### src/rtl/bus_bridge_slave_uart.sv
`default_nettype none
// ============================================================================
//  Module      : bus_bridge_slave_uart
//  Description : Split-capable bus target that forwards each accepted bus
//                transaction over an 8N1 UART link to a remote UART bridge
//                master and returns the remote response on the local bus.
//                Writes complete with s_ack. Reads are split and return
//                their data through split_req / split_grant.
//
//  Ports       : clk, rst           - clock, asynchronous active-high reset
//                s_address_in(_valid), s_rw, s_data_in(_valid)
//                                   - local bus request side
//                s_data_out(_valid), s_ack, s_split_ack, s_ready
//                                   - local bus response side
//                split_req / split_grant
//                                   - re-ownership handshake for read return
//                uart_tx / uart_rx  - serial link (idle high)
//
//  Outbound frames : write = 0x57, addr_hi, addr_lo, data
//                    read  = 0x52, addr_hi, addr_lo
//  Inbound reply   : write = 0x06 (anything else counts as failure)
//                    read  = one data byte
//
//  Revision    : 1.0  initial release
// ============================================================================
module bus_bridge_slave_uart #(
    parameter int          LOCAL_ADDR_BITS = 12,
    parameter logic [15:0] REMOTE_BASE     = 16'h0000,
    parameter int          CLKS_PER_BIT    = 868,      // must be >= 4
    parameter int          TIMEOUT_CYCLES  = 2000000   // must be >= 2
) (
    input  logic        clk,
    input  logic        rst,
    input  logic [15:0] s_address_in,
    input  logic        s_address_in_valid,
    input  logic [7:0]  s_data_in,
    input  logic        s_data_in_valid,
    input  logic        s_rw,
    output logic [7:0]  s_data_out,
    output logic        s_data_out_valid,
    output logic        s_ack,
    output logic        s_split_ack,
    output logic        s_ready,
    output logic        split_req,
    input  logic        split_grant,
    output logic        uart_tx,
    input  logic        uart_rx
);

    // ------------------------------------------------------------------
    // Constants
    // ------------------------------------------------------------------
    localparam int c_CW   = $clog2(CLKS_PER_BIT);
    localparam int c_HALF = CLKS_PER_BIT / 2;
    localparam int c_TW   = (TIMEOUT_CYCLES > 1) ? $clog2(TIMEOUT_CYCLES) : 1;

    localparam logic [c_CW-1:0] c_BIT_LAST  = c_CW'(CLKS_PER_BIT - 1);
    localparam logic [c_CW-1:0] c_HALF_LAST = c_CW'(c_HALF - 1);
    localparam logic [c_TW-1:0] c_TMO_LAST  = c_TW'(TIMEOUT_CYCLES - 1);

    localparam logic [15:0] c_OFFSET_MASK =
        16'((32'd1 << LOCAL_ADDR_BITS) - 32'd1);

    localparam logic [7:0] c_CMD_WRITE = 8'h57;
    localparam logic [7:0] c_CMD_READ  = 8'h52;
    localparam logic [7:0] c_RSP_ACK   = 8'h06;

    localparam logic [2:0] c_ST_IDLE      = 3'd0;
    localparam logic [2:0] c_ST_WAIT_DATA = 3'd1;
    localparam logic [2:0] c_ST_SPLIT     = 3'd2;
    localparam logic [2:0] c_ST_SEND      = 3'd3;
    localparam logic [2:0] c_ST_WAIT_RESP = 3'd4;
    localparam logic [2:0] c_ST_DONE_W    = 3'd5;
    localparam logic [2:0] c_ST_RETURN    = 3'd6;
    localparam logic [2:0] c_ST_RDATA     = 3'd7;

    // ------------------------------------------------------------------
    // Declarations
    // ------------------------------------------------------------------
    logic [2:0]      r_state;
    logic [2:0]      w_state_nxt;

    logic [15:0]     r_addr;
    logic            r_rw;
    logic [7:0]      r_wdata;
    logic [7:0]      r_rdata;
    logic [c_TW-1:0] r_tmo_cnt;
    logic [15:0]     w_remote_addr;
    logic            w_timeout;

    logic            r_tx_active;
    logic            r_tx_line;
    logic [8:0]      r_tx_shift;
    logic [3:0]      r_tx_bit;
    logic [c_CW-1:0] r_tx_clk;
    logic [1:0]      r_tx_idx;
    logic [1:0]      w_tx_last_idx;
    logic            w_tx_frame_done;

    logic            r_rx_s1;
    logic            r_rx_s2;
    logic            r_rx_busy;
    logic [c_CW-1:0] r_rx_clk;
    logic [3:0]      r_rx_bit;
    logic [7:0]      r_rx_shift;
    logic            r_rx_valid;
    logic [7:0]      r_rx_data;
    logic            w_rx_sample;

    // Remote address is the base plus the decoded local offset, 16-bit wrap.
    assign w_remote_addr = REMOTE_BASE + (s_address_in & c_OFFSET_MASK);

    // Byte k of the outbound frame for the latched transaction.
    function automatic logic [7:0] f_frame_byte(
        input logic [1:0]  idx,
        input logic        rw,
        input logic [15:0] addr,
        input logic [7:0]  wdata
    );
        logic [7:0] v;
        case (idx)
            2'd0:    v = rw ? c_CMD_WRITE : c_CMD_READ;
            2'd1:    v = addr[15:8];
            2'd2:    v = addr[7:0];
            default: v = wdata;
        endcase
        return v;
    endfunction

    // ------------------------------------------------------------------
    // FSM: state register
    // ------------------------------------------------------------------
    always_ff @(posedge clk or posedge rst) begin
        if (rst) begin
            r_state <= c_ST_IDLE;
        end else begin
            r_state <= w_state_nxt;
        end
    end

    // ------------------------------------------------------------------
    // FSM: next-state logic
    // ------------------------------------------------------------------
    always_comb begin
        w_state_nxt = r_state;
        case (r_state)
            c_ST_IDLE: begin
                if (s_address_in_valid) begin
                    if (s_rw) begin
                        w_state_nxt = s_data_in_valid ? c_ST_SEND : c_ST_WAIT_DATA;
                    end else begin
                        w_state_nxt = c_ST_SPLIT;
                    end
                end
            end
            c_ST_WAIT_DATA: begin
                if (s_data_in_valid) begin
                    w_state_nxt = c_ST_SEND;
                end
            end
            c_ST_SPLIT: begin
                w_state_nxt = c_ST_SEND;
            end
            c_ST_SEND: begin
                if (w_tx_frame_done) begin
                    w_state_nxt = c_ST_WAIT_RESP;
                end
            end
            c_ST_WAIT_RESP: begin
                // A received byte takes priority over a coincident timeout.
                if (r_rx_valid) begin
                    if (r_rw) begin
                        w_state_nxt = (r_rx_data == c_RSP_ACK) ? c_ST_DONE_W : c_ST_IDLE;
                    end else begin
                        w_state_nxt = c_ST_RETURN;
                    end
                end else if (w_timeout) begin
                    w_state_nxt = r_rw ? c_ST_IDLE : c_ST_RETURN;
                end
            end
            c_ST_DONE_W: begin
                w_state_nxt = c_ST_IDLE;
            end
            c_ST_RETURN: begin
                if (split_grant) begin
                    w_state_nxt = c_ST_RDATA;
                end
            end
            c_ST_RDATA: begin
                w_state_nxt = c_ST_IDLE;
            end
            default: begin
                w_state_nxt = c_ST_IDLE;
            end
        endcase
    end

    // ------------------------------------------------------------------
    // FSM: outputs
    // ------------------------------------------------------------------
    always_comb begin
        // s_ready is gated by rst so it reads 0 for the whole reset window.
        s_ready          = (r_state == c_ST_IDLE) && !rst;
        s_split_ack      = (r_state == c_ST_SPLIT);
        s_ack            = (r_state == c_ST_DONE_W);
        split_req        = (r_state == c_ST_RETURN);
        s_data_out_valid = (r_state == c_ST_RDATA);
        s_data_out       = r_rdata;
        uart_tx          = r_tx_line;
    end

    // ------------------------------------------------------------------
    // Transaction datapath
    // ------------------------------------------------------------------
    assign w_timeout = (r_tmo_cnt == c_TMO_LAST);

    always_ff @(posedge clk or posedge rst) begin
        if (rst) begin
            r_addr    <= '0;
            r_rw      <= 1'b0;
            r_wdata   <= '0;
            r_rdata   <= '0;
            r_tmo_cnt <= '0;
        end else begin
            if (r_state == c_ST_IDLE && s_address_in_valid) begin
                r_addr <= w_remote_addr;
                r_rw   <= s_rw;
                if (s_rw && s_data_in_valid) begin
                    r_wdata <= s_data_in;
                end
            end
            if (r_state == c_ST_WAIT_DATA && s_data_in_valid) begin
                r_wdata <= s_data_in;
            end
            if (r_state == c_ST_WAIT_RESP && !r_rw) begin
                if (r_rx_valid) begin
                    r_rdata <= r_rx_data;
                end else if (w_timeout) begin
                    r_rdata <= 8'hFF;
                end
            end
            if (r_state == c_ST_SEND) begin
                r_tmo_cnt <= '0;
            end else if (r_state == c_ST_WAIT_RESP) begin
                r_tmo_cnt <= r_tmo_cnt + c_TW'(1);
            end
        end
    end

    // ------------------------------------------------------------------
    // UART transmitter: sends the whole frame back to back while in SEND.
    // r_tx_bit: 0 = start, 1..8 = data, 9 = stop.
    // ------------------------------------------------------------------
    assign w_tx_last_idx   = r_rw ? 2'd3 : 2'd2;
    assign w_tx_frame_done = r_tx_active && (r_tx_clk == c_BIT_LAST) &&
                             (r_tx_bit == 4'd9) && (r_tx_idx == w_tx_last_idx);

    always_ff @(posedge clk or posedge rst) begin
        if (rst) begin
            r_tx_active <= 1'b0;
            r_tx_line   <= 1'b1;
            r_tx_shift  <= '0;
            r_tx_bit    <= '0;
            r_tx_clk    <= '0;
            r_tx_idx    <= '0;
        end else if (!r_tx_active) begin
            r_tx_line <= 1'b1;
            r_tx_clk  <= '0;
            r_tx_bit  <= '0;
            if (r_state == c_ST_SEND) begin
                r_tx_active <= 1'b1;
                r_tx_idx    <= 2'd0;
                r_tx_shift  <= {1'b1, f_frame_byte(2'd0, r_rw, r_addr, r_wdata)};
                r_tx_line   <= 1'b0;
            end
        end else if (r_tx_clk == c_BIT_LAST) begin
            r_tx_clk <= '0;
            if (r_tx_bit == 4'd9) begin
                if (r_tx_idx == w_tx_last_idx) begin
                    r_tx_active <= 1'b0;
                    r_tx_line   <= 1'b1;
                end else begin
                    // Next byte's start bit directly follows this stop bit.
                    r_tx_idx   <= r_tx_idx + 2'd1;
                    r_tx_shift <= {1'b1, f_frame_byte(r_tx_idx + 2'd1, r_rw, r_addr, r_wdata)};
                    r_tx_bit   <= 4'd0;
                    r_tx_line  <= 1'b0;
                end
            end else begin
                // Shifting in ones makes the stop bit fall out after the data.
                r_tx_line  <= r_tx_shift[0];
                r_tx_shift <= {1'b1, r_tx_shift[8:1]};
                r_tx_bit   <= r_tx_bit + 4'd1;
            end
        end else begin
            r_tx_clk <= r_tx_clk + c_CW'(1);
        end
    end

    // ------------------------------------------------------------------
    // UART receiver. The start edge is taken from the synchroniser pair so
    // that counting begins as r_rx_s2 falls; all samples use r_rx_s2.
    // ------------------------------------------------------------------
    assign w_rx_sample = r_rx_busy &&
                         ((r_rx_bit == 4'd0) ? (r_rx_clk == c_HALF_LAST)
                                             : (r_rx_clk == c_BIT_LAST));

    always_ff @(posedge clk or posedge rst) begin
        if (rst) begin
            r_rx_s1    <= 1'b1;
            r_rx_s2    <= 1'b1;
            r_rx_busy  <= 1'b0;
            r_rx_clk   <= '0;
            r_rx_bit   <= '0;
            r_rx_shift <= '0;
            r_rx_valid <= 1'b0;
            r_rx_data  <= '0;
        end else begin
            r_rx_s1    <= uart_rx;
            r_rx_s2    <= r_rx_s1;
            r_rx_valid <= 1'b0;
            if (!r_rx_busy) begin
                r_rx_clk <= '0;
                r_rx_bit <= '0;
                if (r_rx_s2 && !r_rx_s1) begin
                    r_rx_busy <= 1'b1;
                end
            end else if (w_rx_sample) begin
                r_rx_clk <= '0;
                if (r_rx_bit == 4'd0) begin
                    // A start bit that is high again at mid-bit was a glitch.
                    if (r_rx_s2) begin
                        r_rx_busy <= 1'b0;
                    end else begin
                        r_rx_bit <= 4'd1;
                    end
                end else if (r_rx_bit == 4'd9) begin
                    r_rx_busy <= 1'b0;
                    if (r_rx_s2) begin
                        r_rx_valid <= 1'b1;
                        r_rx_data  <= r_rx_shift;
                    end
                end else begin
                    r_rx_shift <= {r_rx_s2, r_rx_shift[7:1]};
                    r_rx_bit   <= r_rx_bit + 4'd1;
                end
            end else begin
                r_rx_clk <= r_rx_clk + c_CW'(1);
            end
        end
    end

endmodule
`default_nettype wire

### config.mk
export PLATFORM = sky130hd
export DESIGN_NAME = bus_bridge_slave_uart
export DESIGN_NICKNAME = d
export VERILOG_FILES = /design/src/rtl/bus_bridge_slave_uart.sv
export SDC_FILE = /design/constraint.sdc
export NUM_CORES = 1
export LEC_CHECK = 0
export ABC_AREA = 1
export ABC_CLOCK_PERIOD_IN_PS = 3850
export CORE_ASPECT_RATIO = 0.75
export CORE_UTILIZATION = 50
export CTS_BUF_LIST = sky130_fd_sc_hd__clkbuf_4 sky130_fd_sc_hd__clkbuf_8 sky130_fd_sc_hd__clkbuf_16
export DETAILED_ROUTE_END_ITERATION = 16
export HOLD_SLACK_MARGIN = 0.06
export PLACE_DENSITY = 0.81
export SYNTH_ARGS = -nofsm -noshare
export SYNTH_HDL_FRONTEND = slang
export SYNTH_SLANG_ARGS = --single-unit
export TNS_END_PERCENT = 20
### constraint.sdc
create_clock -name clk -period 3.85 [get_ports clk]
set_input_delay 0.5775 -clock clk [delete_from_list [all_inputs] [get_ports clk]]
set_output_delay 0.5775 -clock clk [all_outputs]
set_load 0.03 [all_outputs]
## Yosys cells after proc, flatten, opt, wreduce, memory -nomap -nowiden

Index checks and enable logic that the tools add are counted.

| storage, ports and cells | value |
|---|---|
| word-level logic and storage cells | 155 |
| input port bits | 31 |
| output and inout port bits | 14 |
| flip-flop bits (word level) | 114 |

| operators by class | value |
|---|---|
| bitwise logic cells | 2 |
| $add $sub $neg | 6 |
| multiplexer cells | 67 |
| equality and inequality tests | 29 |
| reduce and logical (&&, ||, !) cells | 31 |

Operators by type and width:

| operator | number |
|---|---|
| $mux W9 | 5 |
| $mux W21 | 2 |
| $mux W10 | 4 |
| $mux W8 | 5 |
| $mux W4 | 9 |
| $mux W3 | 10 |
| $pmux W8 S3 | 1 |
| $mux W1 | 23 |
| $add A21 B1 Y21 const B | 1 |
| $eq A21 B21 Y1 const B | 1 |
| $pmux W3 S7 | 1 |
| $add A10 B1 Y10 const B | 2 |
| $eq A10 B10 Y1 const B | 2 |
| $mux W2 | 7 |
| $eq A3 B3 Y1 const B | 4 |
| $ne A3 B3 Y1 const B | 4 |
| $eq A10 B9 Y1 const B | 1 |
| $logic_and A1 B1 Y1 | 10 |
| $reduce_and A5 Y1 | 2 |
| $reduce_bool A2 Y1 | 5 |
| $add A4 B1 Y4 const B | 2 |
| $eq A4 B4 Y1 const B | 2 |
| $eq A8 B3 Y1 const B | 1 |
| $ne A2 B1 Y1 const B | 4 |
| 16 further kinds | 27 |

## Longest topological paths before layout

Gate-level depths: netlist of the first run.

| logic depth | value |
|---|---|
| word-level depth | 7 |
| mapped depth | 11 |
| mapped depth without buffers | 10 |

## Least setup slack after synthesis of the first run

OpenSTA, ideal clock, no wires.

| timing | value |
|---|---|
| path type | register to output |
| from | register r_state[2] |
| to | output s_ack |
| path slack | 2.038 ns |
| required time | 3.273 ns |
| buffers on the path | 0 |
| stages on the path, launching flop included | 3 |
| arrival time | 1.234 ns |
| path through | dfrtp_1 > inv_2 > nor3_1 |

| on the way | value |
|---|---|
| cells in the longest elaborated chain, start to end | 1 |

Ends and longest elaborated chain:

| element | line | RTL |
|---|---|---|
| from (decl) | 80 | `logic [2:0] r_state;` |
| from (signal assigned) | 135 | `r_state <= c_ST_IDLE;` |
| from (signal assigned) | 137 | `r_state <= w_state_nxt;` |
| $eq A3 B3 Y1 | 205 | `s_ack = (r_state == c_ST_DONE_W);` |
| to (decl) | 41 | `output logic s_ack,` |

No other way between the ends.

## Worst setup path in the final report of the first run

Same ends and word-level chain as after synthesis.

==> reports/metrics.cfg, run 1 <==
[status]
outcome=finished clean

[synth]
syn_nets=787
ys_top_cells_by_area=dfrtp_1 (48%), nand2_1 (14%), nor2_1 (5.9%), nand3_1 (5.7%), inv_1 (4.1%)
synth_top_area_cell=dfrtp_1
yosysMostFrequentCell=nand2_1
ys_seq_elements=114
yosysSeqAreaShare=0.490
syn_area_sq_um=5830
synthTopCellsByCount=nand2_1 (220), dfrtp_1 (111), nor2_1 (91)
synthFlopType=dfrtp_1
yosysUniqueCellTypes=37
synth-edff-count=0
async_flop_share=1.00
netlist_instances=744
yosysTopAreaCellShare=0.476
syn_avg_cell_area_sq_um=7.84
yosys_warnings=0

[timing]
hold_violations=0
timing.slew.headroom=0.517
min_period_ns=2.68
rsz0062_at_grt=no
finalMaxSlewViolations=0
setup-violations-final=0
period_share=0.697
skew_ns=0.00944
tightest_slew_ns=0.725
clock.fmax_mhz=373
fin_ws_ns=1.17
setup_tns_ns=0

[critical_path]
r2r_cells=8
crit_type=flip-flop to primary output
cp.arrival_ns=2.10
worstPathRequired_ns=3.27
crit_fanout=7
start_kind=flip-flop
critPathCaptureType=primary output

[route]
detail_route.wl_per_cell_um=14.7
vias=5229
first_iter_violations=481
finalWirelength_um=13800
ant_nets=0
drt_pass1_iterations=5
via_per_inst=5.55
route.detailed.drc=0

[cells_and_area]
regArea_sq_um=2860
syn2layout_area_growth_pct=18.9
fillers=893
antenna_cells=0
multi_input_area_sq_um=2630
final_nets=833
post-route-util=0.622
drive_gt1_frac=0.0884

[place]
port_buffers=40
place_ws_ns=1.38
gp_congestion=0.918
hpwlAfterDp_um=9520

[clock_network]
ctsResizeCount=0
clk_pin_slew_ns=0.05
cts_buffer_depth=2
cts_hold_repair.buffers=0
cts_sinks=114
htreeDepth=4
clk_latency_ns=0.42
numCtsBuffers=17
cts-root-buf=clkbuf_16
cts_setup_buffers=0
cts_tree=done

[global_route]
grt_max_degree=64
track_usage=0.250
grt_pass1_wl_um=23500
antenna_found_initial=0
overflow=0
first_global_vias=5023

[die]
die_h_um=95.5
dieArea_sq_um=12100
start_util=0.523
core_sq_um=11100
fp.dieW_um=127
fp-row-count=33
io_pins=45

[job]
maxCapViolCount=0

[pwr]
peakVddDrop_uv=384
leakage_nw=3.39
powerDensity_nw_per_um2=613

[hold_path]
hold_path.class=flip-flop to flip-flop
min_path_cells=0

==> worst paths after layout <==
kind | start | endpoint | slack [ns]
min in group asynchronous | rst | r_wdata[6]$_DFFE_PP0P_ | 0.65
worst max-delay path | r_state[2]$_DFFE_PP0P_ | s_ack | 1.17
worst min register to register | r_rx_s1$_DFF_PP1_ | r_rx_s2$_DFF_PP1_ | 0.37
worst min-delay path | r_rx_s1$_DFF_PP1_ | r_rx_s2$_DFF_PP1_ | 0.37
max in group asynchronous | rst | r_rx_s1$_DFF_PP1_ | 2.39
worst max register to register | r_tx_bit[1]$_DFFE_PP0P_ | r_tx_idx[0]$_DFFE_PP0P_ | 1.73
==> critical path, stage by stage (launching register included) <==
cell	delay, ns
dfrtp_1	0.52
inv_2	0.13
nor3_1	0.30
clkdlybuf4s50_1	0.74
==> where the power goes <==
group	total (W)	switching (W)	internal (W)	leakage, nW
clock network	0.00153	0.000563	0.000963	0.276
registers	0.00168	0.000216	0.00146	1.48
logic	0.00105	0.000672	0.000374	1.63
==> layout make-up <==
cell class,count,share of cell area
Inverter,72,0.0397
Clock inverter,13,0.0197
Sequential cell,114,0.412
Multi-Input combinational cell,544,0.379
Timing Repair Buffer,41,0.0606
Tap cell,140,0.0253
Clock buffer,19,0.0635
==> per-layer routing <==
| layer | part of all wire | GRT usage | routed length [um] | vias up |
|---|---|---|---|---|
| li1 | - | - | - | 2518 |
| met1 | 0.45 | 0.328 | 6250 | 2485 |
| met2 | 0.47 | 0.421 | 6510 | 201 |
| met3 | 0.060 | 0.0499 | 831 | 25 |
| met4 | 0.016 | 0.0843 | 226 | 0 |
| met5 | 0 | 0 | 0 | - |
==> per-stage QoR <==
step	hold slack [ns]	area (sq um)	std cells	power, W
2_1_floorplan	0.354	5830	744	0.00241
6_report	0.366	6930	943	0.00425
3_5_place_dp	0.359	6360	911	0.00271
4_1_cts	0.367	6930	943	0.00425
3_3_place_gp	0.357	6360	911	0.00265
5_1_grt	0.373	6930	943	0.00451
==> placed cells by master, fill, tap and decap left out, types with 2 or more instances in the layout <==
cell type,synthesis,layout
a22oi_1,2,2
bufinv_16,0,2
nor2_4,2,2
nand2_4,5,5
nor3_2,2,2
clkbuf_16,0,17
nand3_2,3,3
nand3_1,67,67
nor2_1,91,91
inv_4,1,2
dfstp_2,3,3
a21oi_1,27,27
dfrtp_1,111,111
nand2_2,2,2
o21ai_0,32,32
xor2_1,6,6
clkbuf_4,0,2
inv_1,64,63
inv_6,0,2
nor3_1,20,20
nand2_1,220,220
o21ai_1,12,12
clkinvlp_4,0,4
a21oi_2,2,2
nand3_4,2,2
a31oi_1,2,2
nor2_2,5,5
clkdlybuf4s50_1,0,40
ha_1,12,12
nor3b_1,3,3
inv_2,7,7
o22ai_1,5,5
clkinv_2,0,4
nand4_1,15,15
==> logic make-up after synthesis <==
kind of cell,count (synthesis),share of synthesized area
AO/OA/AOI/OAI,87,0.0832
XOR/XNOR,7,0.0105
adder cells (fa/ha/maj),12,0.0257
buffers and inverters,86,0.0594
flip-flops,114,0.490
AND/OR/NAND/NOR,438,0.331
==> sequential cells by signal (all words and copies together), names as in the netlist, 2 cells and up <==
register,count
r_rx_bit,4
r_wdata,8
r_state,3
r_tx_idx,2
r_tx_shift,9
r_addr,12
r_rx_clk,10
s_data_out,8
r_tx_bit,4
r_rx_shift,8
r_tx_clk,10
r_rx_data,8
r_tmo_cnt,21
No activity file was read; power rests on OpenSTA's default activity.
==> run 2: changes to the inputs <==
ABC_CLOCK_PERIOD_IN_PS = 2400   (was 3850)
PLACE_DENSITY = 0.84   (was 0.81)
clock period = 2.4 ns   (was 3.85 ns; I/O delays follow)
==> run 2 against run 1 <==
Clock skew decreased by 0.00069 ns. Total power increased by 58%. Combinational power increased by 57%. Worst setup slack got worse by 1.0 ns. Hold slack got worse by 0.018 ns. Critical path depth unchanged. Die area unchanged. Routed wire length decreased by 7.1%. Non-clock buffer count increased by 3. Global-route usage decreased by 1.8 points. Sequential share of layout area decreased by 0.10 points. Final area increased by 0.25%. Critical endpoint is now s_data_out_valid. Largest power group unchanged. Highest routed layer unchanged.
==> reports/metrics.cfg, run 2 (synthesis gave the netlist of run 1 again) <==
[global_route]
grt_max_degree=115
first_global_vias=4584
antenna_found_initial=0
track_usage=0.232
overflow=0
grt_pass1_wl_um=21800

[route]
wirelength_met1_um=6430
top_layer=met4
first_iter_violations=439
ant_nets=0
detail_route.wl_per_cell_um=13.6
vias=5106
finalWirelength_um=12800
drt_pass1_iterations=5
route.detailed.drc=0
wl_met3_um=742
via_per_inst=5.40
wl_met2_um=5460

[timing]
period_share=0.938
hold_violations=0
setup_tns_ns=0
holdWs_ns=0.348
setup-violations-final=0
clock.fmax_mhz=444
rsz0062_at_grt=no
fin_ws_ns=0.150
skew_ns=0.00875
min_period_ns=2.25
finalMaxSlewViolations=0
tightest_slew_ns=0.753
timing.slew.headroom=0.496

[pwr]
pwr-share-seq=0.400
leakage_nw=3.43
peakVddDrop_uv=661
intPower_w=0.00441
powerDensity_nw_per_um2=966
swShare=0.342
combPwrFrac=0.245
clock_power_share=0.354
power_w=0.00671
p_sw_w=0.00230

[clock_network]
cts_buffer_depth=2
cts_tree=done
clk_latency_ns=0.42
clk_pin_slew_ns=0.06
htreeDepth=4
cts_sinks=114
cts-root-buf=clkbuf_16
numCtsBuffers=17

[cells_and_area]
largest_register=r_tmo_cnt
design_area_sq_um=6950
final_cell_mix=nand2_1 (220), dfrtp_1 (111), nor2_1 (91), nand3_1 (67), inv_1 (63)
fillers=909
drive_gt1_frac=0.0918
largest_reg_flops=21
antenna_cells=0
syn2layout_area_growth_pct=19.2
reg_top3=r_tmo_cnt (21), r_addr (12)
final_nets=836
layout_commonest_cell=nand2_1

[critical_path]
worstPathRequired_ns=2.04
start_kind=flip-flop
cp.arrival_ns=1.89
crit_fanout=7
critPathCaptureType=primary output
crit_type=flip-flop to primary output

[hold_path]
hold_path.class=primary input to flip-flop

[die]
dieArea_sq_um=12100
fp.dieW_um=127
io_pins=45
fp-row-count=33
core_sq_um=11100
start_util=0.523
die_h_um=95.5

[place]
gp_congestion=0.855
hpwlAfterDp_um=8640
place_ws_ns=0.416
placed_area_sq_um=6380
port_buffers=40

[job]
maxCapViolCount=0

[status]
outcome=finished clean

==> run 2: changes by cell type in the layout (fill, tap and decap cells not counted) <==
cell,change
clkdlybuf4s50_1,-4
inv_4,-1
buf_4,+3
inv_6,-1
clkinvlp_4,+4
clkbuf_8,+1
bufinv_16,-1
dlygate4sd2_1,+1
dlymetal6s2s_1,+3
clkinv_2,-2
==> run 2: what timing repair did <==
action	4_1_cts	5_1_grt
pin swaps	0	0
resized for setup	1	3
setup buffers	0	0
setup endpoints to repair	1	3
hold buffers	0	0
==> run 2: final timing paths <==
kind / from / end / slack, ns / cells past startpoint
hold reg to reg: r_rx_s1$_DFF_PP1_ / r_rx_s2$_DFF_PP1_ / 0.37 / 0
setup reg to reg: r_rx_bit[0]$_DFFE_PP0P_ / r_rx_data[6]$_DFFE_PP0P_ / 0.40 / 9
setup / recovery: r_state[2]$_DFFE_PP0P_ / s_data_out_valid / 0.15 / 3
min in group asynchronous: rst / r_tx_shift[6]$_DFFE_PP0P_ / 0.47 / 3
hold / removal: uart_rx / r_rx_s1$_DFF_PP1_ / 0.35 / 1
max in group asynchronous: rst / r_tmo_cnt[16]$_DFFE_PP0P_ / 1.42 / 3
==> run 2: final cells by class <==
cell class | count | area [sq um] | area share
multi-input combinational | 544 | 2630 | 0.378
inverter | 72 | 277 | 0.0398
clock buffer | 20 | 454 | 0.0653
timing repair buffer | 44 | 449 | 0.0646
sequential | 114 | 2860 | 0.411
clock inverter | 12 | 110 | 0.0158
tap | 140 | 175 | 0.0252
==> run 2: through the flow <==
stage | util | cells
floorplan | - | 744
global placement | 0.572 | 914
detailed placement | 0.572 | 914
CTS | 0.623 | 946
global route | 0.624 | 946
finish | 0.624 | 946
==> run 2: metal layers <==
metal | track usage | up-vias
li1 | - | 2518
met1 | 0.353 | 2397
met2 | 0.330 | 176
met3 | 0.0398 | 15
met4 | 0.0873 | 0
met5 | 0 | -
==> run 2: worst max-delay path, cell delays in order, from the launching register on <==
cell and delay, ns:
dfrtp_1 0.50, inv_2 0.12, nor2_1 0.17, clkdlybuf4s50_1 0.69
==> run 2: power by group through the flow <==
stage / registers (W) / clock network (W) / logic, W
after global placement: 0.00269 / 0 / 0.00157
final: 0.00269 / 0.00238 / 0.00165
after detailed placement: 0.00270 / 0 / 0.00162
after CTS: 0.00268 / 0.00240 / 0.00164
after floorplan: 0.00264 / 0 / 0.00123
after global routing: 0.00274 / 0.00249 / 0.00188
==> run 3: changes to the inputs <==
MAX_ROUTING_LAYER = met4   (was unset)
==> run 3 against run 2 <==
Fmax rose by 0.33%. Routed wire length fell by 1.1%. Flip-flop and latch count did not move. Sequential share of layout area did not move. Clock-buffer cell count did not move. Largest power group unchanged. Via count barely moved. Final area did not move. Largest cell class unchanged. Critical path type unchanged. Total power fell by 0.17%. Non-clock buffer count did not move. Critical path depth did not move. Cell count did not move.
==> reports/metrics.cfg, run 3 (synthesis gave the netlist of run 1 again) <==
[hold_path]
worstHoldStart=uart_rx
hold_path.class=primary input to flip-flop
min_path_cells=1
min_to=r_rx_s1$_DFF_PP1_

[timing]
hold_violations=0
setup_tns_ns=0
clock.fmax_mhz=446
period_share=0.935
timing.slew.headroom=0.491
min_period_ns=2.24
rsz0062_at_grt=no
setup-violations-final=0
skew_ns=0.00656
finalMaxSlewViolations=0
tightest_slew_ns=0.760

[clock_network]
cts_tree=done
htreeDepth=4
cts_buffer_depth=2
cts_sinks=114
cts-root-buf=clkbuf_16
clk_pin_slew_ns=0.06
numCtsBuffers=17
cts_setup_buffers=0
cts_hold_repair.buffers=0
clk_latency_ns=0.41

[route]
vias=5104
drt_pass1_iterations=5
detail_route.wl_per_cell_um=13.4
via_per_inst=5.40
first_iter_violations=460
ant_nets=0
route.detailed.drc=0
finalWirelength_um=12700

[critical_path]
crit_buf_inv=2
worstPathRequired_ns=2.04
reg2reg_slack_ns=0.42
crit_chain=inv_2, nor2_1, clkdlybuf4s50_1
cp.arrival_ns=1.88
cpPeakStageDelay_ns=0.69
critPathSlowestCell=clkdlybuf4s50_1
worstReg2RegEnd=r_rx_data[6]$_DFFE_PP0P_
start_kind=flip-flop
crit_type=flip-flop to primary output
timing.rr.start=r_rx_bit[0]$_DFFE_PP0P_
crit_family=buffers and inverters
crit_fanout=7
r2r_cells=9
critPathCaptureType=primary output

[die]
dieArea_sq_um=12100
fp-row-count=33
core_sq_um=11100
die_h_um=95.5
start_util=0.523
io_pins=45
fp.dieW_um=127

[place]
port_buffers=40
dp_cells=914
gp_congestion=0.868
placed_area_sq_um=6380
hpwlAfterDp_um=8640

[global_route]
antenna_found_initial=0
first_global_vias=4562
grtUsageMet1=0.356
top_usage_layer=met1
grt_pass1_wl_um=21900
met3_usage=0.0370
use_met2=0.329
overflow=0
grt_max_degree=115
track_usage=0.239

[cells_and_area]
finalNonFillerCells=946
layout_commonest_cell=nand2_1
antenna_cells=0
regArea_sq_um=2860
final_nets=836
syn2layout_area_growth_pct=19.2
fillers=909
multi_input_area_sq_um=2630
largest_register=r_tmo_cnt
largest_reg_flops=21
design_area_sq_um=6950
final_cell_mix=nand2_1 (220), dfrtp_1 (111), nor2_1 (91), nand3_1 (67), inv_1 (63)
reg_top3=r_tmo_cnt (21), r_addr (12)
drive_gt1_frac=0.0918

[pwr]
powerDensity_nw_per_um2=964
power_w=0.00670
peakVddDrop_uv=655
leakage_nw=3.43

[job]
maxCapViolCount=0

[status]
outcome=finished clean

[run 3: layout make-up]
cell class,count,share of cell area
sequential,114,0.411
clock buffer,20,0.0653
clock inverter,12,0.0158
multi-input combinational,544,0.378
tap,140,0.0252
inverter,72,0.0398
timing repair buffer,44,0.0646
[run 3: stage by stage]
step	util	setup slack, ns	hold WS (ns)
floorplan	-	0.657	0.354
global placement	0.572	0.432	0.360
detailed placement	0.572	0.416	0.359
CTS	0.623	0.0188	0.344
global route	0.624	0.0830	0.356
finish	0.624	0.157	0.353
[run 3: where the power goes]
part | internal [W] | total, W | switching (W)
clock network | 0.00147 | 0.00237 | 0.000902
registers | 0.00235 | 0.00269 | 0.000336
logic | 0.000595 | 0.00164 | 0.00105
[run 3: metal layers]
layer	routed length (um)	share of wire
met4	199	0.016
met5	0	0
met3	719	0.057
met2	5410	0.43
met1	6360	0.50
[run 3: what timing repair did]
| item | CTS | global route |
|---|---|---|
| gates resized for setup | 1 | 3 |
| pin swaps | 0 | 0 |
| endpoints found under the setup margin | 1 | 3 |
[run 3: worst max-delay path by stage]
stage | start | endpoint | slack, ns | cells past startpoint
finish | r_state[2]$_DFFE_PP0P_ | s_data_out_valid | 0.16 | 3
global route | r_state[2]$_DFFE_PP0P_ | s_data_out_valid | 0.08 | 3
CTS | r_state[2]$_DFFE_PP0P_ | s_ack | 0.02 | 3
detailed placement | rst | s_ready | 0.42 | 3
global placement | rst | s_ready | 0.43 | 3
floorplan | rst | r_addr[0]$_DFFE_PP0P_ | 0.66 | 1
